### src/rtl/arith_pkg.sv
// Shared arithmetic-datapath definitions: sequencer state encoding and
// signed saturation limits used by the multiplier and the divider.
package arith_pkg;

    typedef enum logic [1:0] {
        S_IDLE = 2'd0,
        S_CALC = 2'd1,
        S_FIX  = 2'd2
    } arith_state_t;

    // Bit patterns of the W-bit signed extremes, returned in 32 bits for slicing.
    function automatic logic [31:0] sat_max(input int w);
        return (32'd1 << (w - 1)) - 32'd1;
    endfunction

    function automatic logic [31:0] sat_min(input int w);
        return 32'd1 << (w - 1);
    endfunction

endpackage

### src/rtl/sign_mag_conv.sv
// Combinational two's-complement <-> sign/magnitude conversion: conditional negate.
module sign_mag_conv #(
    parameter int WIDTH = 4
) (
    input  logic [WIDTH-1:0] value,
    input  logic             negate,
    output logic [WIDTH-1:0] result
);

    assign result = negate ? (~value + {{(WIDTH-1){1'b0}}, 1'b1}) : value;

endmodule

### src/rtl/sdiv8by4_seq.sv
// Sequential signed 2W/W truncating divider with start/done handshake.
// Build option SDIV_OVF_SAT_EN: saturate the quotient on overflow instead of zeroing it.
//
//  state  | meaning
//  S_IDLE | waiting for start (ignored while the done pulse is high)
//  S_CALC | one restoring division step per cycle, WIDTH cycles
//  S_FIX  | apply signs, range check, register results and pulse done
module sdiv8by4_seq
    import arith_pkg::*;
#(
    parameter int WIDTH = 4
) (
    input  logic               clk,
    input  logic               rst_n,
    input  logic               start,
    input  logic [2*WIDTH-1:0] dividend,
    input  logic [WIDTH-1:0]   divisor,
    output logic               busy,
    output logic               done,
    output logic [WIDTH-1:0]   quotient,
    output logic [WIDTH-1:0]   remainder,
    output logic               ovf,
    output logic               dz
);

    localparam int CW = $clog2(WIDTH) + 1;
    localparam logic [CW-1:0] CNT_LOAD = CW'(WIDTH - 1);
    localparam logic [31:0] SAT_MAX_32 = sat_max(WIDTH);
    localparam logic [31:0] SAT_MIN_32 = sat_min(WIDTH);
    localparam logic [WIDTH-1:0] SAT_MAX = SAT_MAX_32[WIDTH-1:0];
    localparam logic [WIDTH-1:0] SAT_MIN = SAT_MIN_32[WIDTH-1:0];

    arith_state_t state_q, state_d;
    logic [CW-1:0]      cnt_q;
    logic [2*WIDTH-1:0] acc_q;
    logic [WIDTH-1:0]   dvs_q;
    logic               sign_q_q, sign_r_q, dz_q, ovf_hi_q;

    logic               busy_q, done_q, ovf_out_q, dz_out_q;
    logic [WIDTH-1:0]   quotient_q, remainder_q;

    logic               accept;
    logic [2*WIDTH-1:0] dividend_mag;
    logic [WIDTH-1:0]   divisor_mag;
    logic [WIDTH+1:0]   diff;
    logic [2*WIDTH-1:0] step_acc;
    logic [WIDTH-1:0]   q_signed, r_signed, q_mag;
    logic               range_fail, ovf_fix;
    logic [WIDTH-1:0]   q_result, r_result;

    assign accept = (state_q == S_IDLE) && start && !done_q;

    sign_mag_conv #(.WIDTH(2*WIDTH)) u_abs_dividend (
        .value  (dividend),
        .negate (dividend[2*WIDTH-1]),
        .result (dividend_mag)
    );

    sign_mag_conv #(.WIDTH(WIDTH)) u_abs_divisor (
        .value  (divisor),
        .negate (divisor[WIDTH-1]),
        .result (divisor_mag)
    );

    sign_mag_conv #(.WIDTH(WIDTH)) u_neg_quotient (
        .value  (acc_q[WIDTH-1:0]),
        .negate (sign_q_q),
        .result (q_signed)
    );

    sign_mag_conv #(.WIDTH(WIDTH)) u_neg_remainder (
        .value  (acc_q[2*WIDTH-1:WIDTH]),
        .negate (sign_r_q),
        .result (r_signed)
    );

    // Partial remainder after the shift is W+1 bits; an extra bit holds the borrow.
    assign diff = {1'b0, acc_q[2*WIDTH-1:WIDTH-1]} - {2'b00, dvs_q};

    always_comb begin
        step_acc = {acc_q[2*WIDTH-2:0], 1'b0};
        if (!diff[WIDTH+1]) begin
            step_acc = {diff[WIDTH-1:0], acc_q[WIDTH-2:0], 1'b1};
        end
    end

    assign q_mag      = acc_q[WIDTH-1:0];
    assign range_fail = sign_q_q ? (q_mag > SAT_MIN) : (q_mag > SAT_MAX);
    assign ovf_fix    = dz_q | ovf_hi_q | range_fail;

    always_comb begin
        q_result = q_signed;
        r_result = r_signed;
        if (ovf_fix) begin
            r_result = '0;
`ifdef SDIV_OVF_SAT_EN
            // Divide-by-zero has no meaningful quotient sign, so follow the dividend.
            if (dz_q ? sign_r_q : sign_q_q) begin
                q_result = SAT_MIN;
            end else begin
                q_result = SAT_MAX;
            end
`else
            q_result = '0;
`endif
        end
    end

    always_comb begin
        state_d = state_q;
        case (state_q)
            S_IDLE:  if (accept) state_d = S_CALC;
            S_CALC:  if (cnt_q == '0) state_d = S_FIX;
            S_FIX:   state_d = S_IDLE;
            default: state_d = S_IDLE;
        endcase
    end

    always_ff @(posedge clk or negedge rst_n) begin
        if (!rst_n) begin
            state_q <= S_IDLE;
        end else begin
            state_q <= state_d;
        end
    end

    always_ff @(posedge clk or negedge rst_n) begin
        if (!rst_n) begin
            cnt_q    <= '0;
            acc_q    <= '0;
            dvs_q    <= '0;
            sign_q_q <= 1'b0;
            sign_r_q <= 1'b0;
            dz_q     <= 1'b0;
            ovf_hi_q <= 1'b0;
        end else begin
            if (state_q == S_IDLE) begin
                cnt_q <= CNT_LOAD;
            end else if (state_q == S_CALC) begin
                cnt_q <= cnt_q - 1'b1;
            end
            if (accept) begin
                acc_q    <= dividend_mag;
                dvs_q    <= divisor_mag;
                sign_q_q <= dividend[2*WIDTH-1] ^ divisor[WIDTH-1];
                sign_r_q <= dividend[2*WIDTH-1];
                dz_q     <= (divisor == '0);
                ovf_hi_q <= (dividend_mag[2*WIDTH-1:WIDTH] >= divisor_mag);
            end else if (state_q == S_CALC) begin
                acc_q <= step_acc;
            end
        end
    end

    // busy stays up through the done cycle so a start there is visibly refused.
    always_ff @(posedge clk or negedge rst_n) begin
        if (!rst_n) begin
            busy_q      <= 1'b0;
            done_q      <= 1'b0;
            quotient_q  <= '0;
            remainder_q <= '0;
            ovf_out_q   <= 1'b0;
            dz_out_q    <= 1'b0;
        end else begin
            done_q <= (state_q == S_FIX);
            if (accept) begin
                busy_q <= 1'b1;
            end else if (done_q) begin
                busy_q <= 1'b0;
            end
            if (state_q == S_FIX) begin
                quotient_q  <= q_result;
                remainder_q <= r_result;
                ovf_out_q   <= ovf_fix;
                dz_out_q    <= dz_q;
            end
        end
    end

    assign busy      = busy_q;
    assign done      = done_q;
    assign quotient  = quotient_q;
    assign remainder = remainder_q;
    assign ovf       = ovf_out_q;
    assign dz        = dz_out_q;

endmodule

### config.mk
export PLATFORM = sky130hd
export DESIGN_NAME = sdiv8by4_seq
export DESIGN_NICKNAME = d
export VERILOG_FILES = /design/src/rtl/arith_pkg.sv /design/src/rtl/sign_mag_conv.sv /design/src/rtl/sdiv8by4_seq.sv
export SDC_FILE = /design/constraint.sdc
export NUM_CORES = 1
export LEC_CHECK = 0
export ABC_AREA = 1
export CAP_MARGIN = 0
export CORE_MARGIN = 2
export CORE_UTILIZATION = 58
export CTS_CLUSTER_SIZE = 10
export DETAILED_ROUTE_END_ITERATION = 10
export HOLD_SLACK_MARGIN = 0.03
export PLACE_DENSITY = 0.83
export REMOVE_ABC_BUFFERS = 1
export SLEW_MARGIN = 25
export SYNTH_ARGS = -nofsm -noshare
export SYNTH_HDL_FRONTEND = slang
export SYNTH_SLANG_ARGS = --single-unit
### constraint.sdc
create_clock -name clk -period 2.85 [get_ports clk]
set_clock_uncertainty 0.15 [all_clocks]
set_input_delay 0.855 -clock clk [delete_from_list [all_inputs] [get_ports clk]]
set_output_delay 0.855 -clock clk [all_outputs]
set_load 0.02 [all_outputs]
==> implementation parameters <==
Parameter                              Value

Floorplanning
  Horiz. Die Dim ... ~62 um
  Starting utilization of the core area ... 0.5954
  Core region area ... ~0.0033 mm^2
  Area of the die ... 0.003852 mm^2
  Top-level port count ... 27
  Die Y-Extent ... just over 60 um
  Total number of placement rows ... 21

Synthesis
  Number of storage elements in the synthesis netlist ... 33
  Top-area cell type share of the netlist area ... 0.4223
  Biggest area contributors in the synthesized netlist ... dfrtp_1 42%, nand2_1 11%, ha_1 9.0%, inv_1 6.7%, nand3_1 5.4%
  Syn. warnings ... 0
  Post-synthesis cell type with the largest combined area ... dfrtp_1
  Number of cells produced by synthesis ... between 200 and 250
  Syn avg cell area ... 7.918 um^2
  Distinct cell type count of the synthesized netlist ... 28
  Synthesized area ... approximately 0.002 mm^2
  Seq/Total Area, Yosys ... 0.4223

Route
  Number of vias per cell after detailed routing ... ~5.3
  Via total after detailed routing ... 1,732
  Number of remaining DRC errors ... 0
  Final routed wirelength across all metal layers ... just under 4 mm
  DRC marker count from the first detailed-route iteration ... 96
  Wire length per cell ... 12.09 um
  First-pass detailed-route iteration total ... 4
  Post-route antenna net violation count ... 0

Clocking
  Root Buffer Master ... clkbuf_4
  Hold-fix buffers, CTS ... 0
  Count of buffers added by post-CTS timing repair for setup ... 0
  CTS tree ... built
  Clock Tree Buf Depth ... 2
  Clock insertion delay at the later pin of the skew report ... between 0.3 and 0.4 ns
  Clk sink count ... 33
  Post-CTS resize count ... 0
  Number of CTS-inserted buffers ... 5
  Clock H-tree levels ... 2
  Clock-pin slew reported for the worst setup and hold paths after clock tree synthesis ... approximately 0.1 ns

GRT
  Maximum number of pins on one net before global-route repair ... 34
  Global-route wire length before repair ... between 6 and 7 mm
  Overall overflow remaining after global route ... 0
  Number of antenna violations at the first check in global routing ... 0
  Vias in the first global route ... roughly 1.5k
  Global routing usage summed across all routing layers ... 0.2344

Critical path
  CP startpoint kind ... input pin
  Critical Path Sink Type ... flip-flop
  Critical path data required time ... just under 3 ns
  CP Max Fanout ... 2
  Crit Path Class ... in -> reg
  Data arrival, critical path ... between 2 and 3 ns

Timing
  Number of hold violations in the final report ... 0
  Final Critical Period ... between 2 and 2.5 ns
  Setup repair after global routing missed its margin ... no
  Final setup vio count ... 0
  Worst slew slack as a fraction of its limit ... 0.7285
  Share of the cycle needed by the critical path after routing ... 0.8676
  Transition time at the pin with the least slew margin ... slightly above 0.4 ns
  Fmax ... between 0.4 and 0.5 GHz
  Number of max-slew violations in the final report ... 0
  Setup TNS ... 0 ns

Power
  Power, Total ... 2.353 mW
  Cell leakage power ... approximately 1.2 nW
  Worst IR drop on VDD ... 0.0003915 V
  P per Cell Area ... 995.7 mW/mm^2

Placement
  Number of instances in the placed design ... 321
  Port Buffer Count ... 26
  Detailed-placement wirelength estimate ... 3.112 mm
  RD Place Congestion ... slightly below 0.9

Finish
  Nets@finish ... 312
  Post-layout utilization of the core ... 0.7196
  Top library cells by usage in the layout, fill and taps aside ... 59 x nand2_1, 35 x inv_1, 33 x dfrtp_1
  Area growth from synthesis to layout ... 20.86%
  Final non-filler cell total ... about 330
  Number of diodes added for antenna fixing ... 0
  Share of post-route cells with drive strength above 1 ... 0.08481
  Most common library cell in the layout ignoring fill and taps ... nand2_1

Hold path
  Min-Delay Path Class ... reg -> reg

Flow run
  Max capacitance violation total ... 0

Outcome
  Run status ... completed
[state kept, by name, summed over array words and instances (netlist names)]
name and flops:
sign_r_q 1, ovf_hi_q 1, done 1, cnt_q 3, state_q 2, acc_q 8
remainder 4, dz_q 1, dvs_q 4, busy 1, ovf 1, dz 1
sign_q_q 1, quotient 4
[power breakdown]
part,total [mW],internal [mW],leakage [nW],switching (mW)
registers,0.790,0.670,0.409,0.121
logic,1.26,0.503,0.745,0.758
clock network,0.301,0.143,0.0413,0.159
[worst paths after layout]
path	start	to	slack, ns	cells past startpoint
min reg2reg	remainder[3]	remainder[3]	0.33	2
min	remainder[3]	remainder[3]	0.33	2
min in group asynchronous	rst_n	remainder[2]	0.76	2
max	divisor[0]	ovf_hi_q	0.38	11
max in group asynchronous	rst_n	acc_q[2]	1.50	2
max reg2reg	acc_q[3]	acc_q[6]	1.08	7
[cells in the mapped netlist (all sizes together)]
library cell,n
a21oi,6
a22oi,1
a31oi,1
buf,3
dfrtp,33
fa,1
ha,14
inv,40
nand2,62
nand3,22
nand3b,3
nand4,3
nor2,20
nor3,1
nor4,1
o211ai,3
o21ai,22
o21bai,2
o221ai,2
o22ai,2
xor2,5
[final cells by class]
cell class,instances,area [um^2]
clock buffers,7,65.06
clock inverters,1,5.005
fillers,265,920.9
inverters,40,150.1
multi-input cells,171,962.2
flip-flops and latches,33,825.8
well taps,46,57.56
repair buffers,31,297.8
[worst max-delay path: stages]
cell and delay (ns):
clkdlybuf4s50_1 0.47, inv_1 0.06, ha_1 0.28, o21ai_0 0.23
ha_1 0.28, inv_1 0.06, o21bai_1 0.06, nand3_1 0.07
nand3_1 0.07, nand2_1 0.06, o21ai_1 0.06
[layer usage]
metal  GRT usage  vias up  part of all wire
met3     0.05590        9             0.046
met2      0.3958       57              0.49
met4      0.1064        0             0.019
met1      0.2823      791              0.45
met5           0        -                 0
li1            -      875                 -
[stage by stage]
stage | hold slack [ns] | area (um^2) | worst slack, ns
after CTS | 0.3405 | 2364 | 0.3782
after detailed placement | 0.3142 | 2293 | 0.01772
final | 0.3347 | 2364 | 0.3774
after floorplan | 0.3030 | 1938 | 0.6306
after global placement | 0.3132 | 2293 | 0.07072
after global routing | 0.3656 | 2364 | 0.1917
[logic make-up (layout without fill, tap and decap cells)]
kind of cell,Yosys count,after routing,share of synthesized area
fa+ha+maj,15,15,0.09981
compound gates,39,39,0.1152
buf+inv,43,79,0.08574
xor+xnor,5,5,0.02239
flops,33,33,0.4223
simple gates,112,112,0.2546
Power figures use the tool's default switching activity.
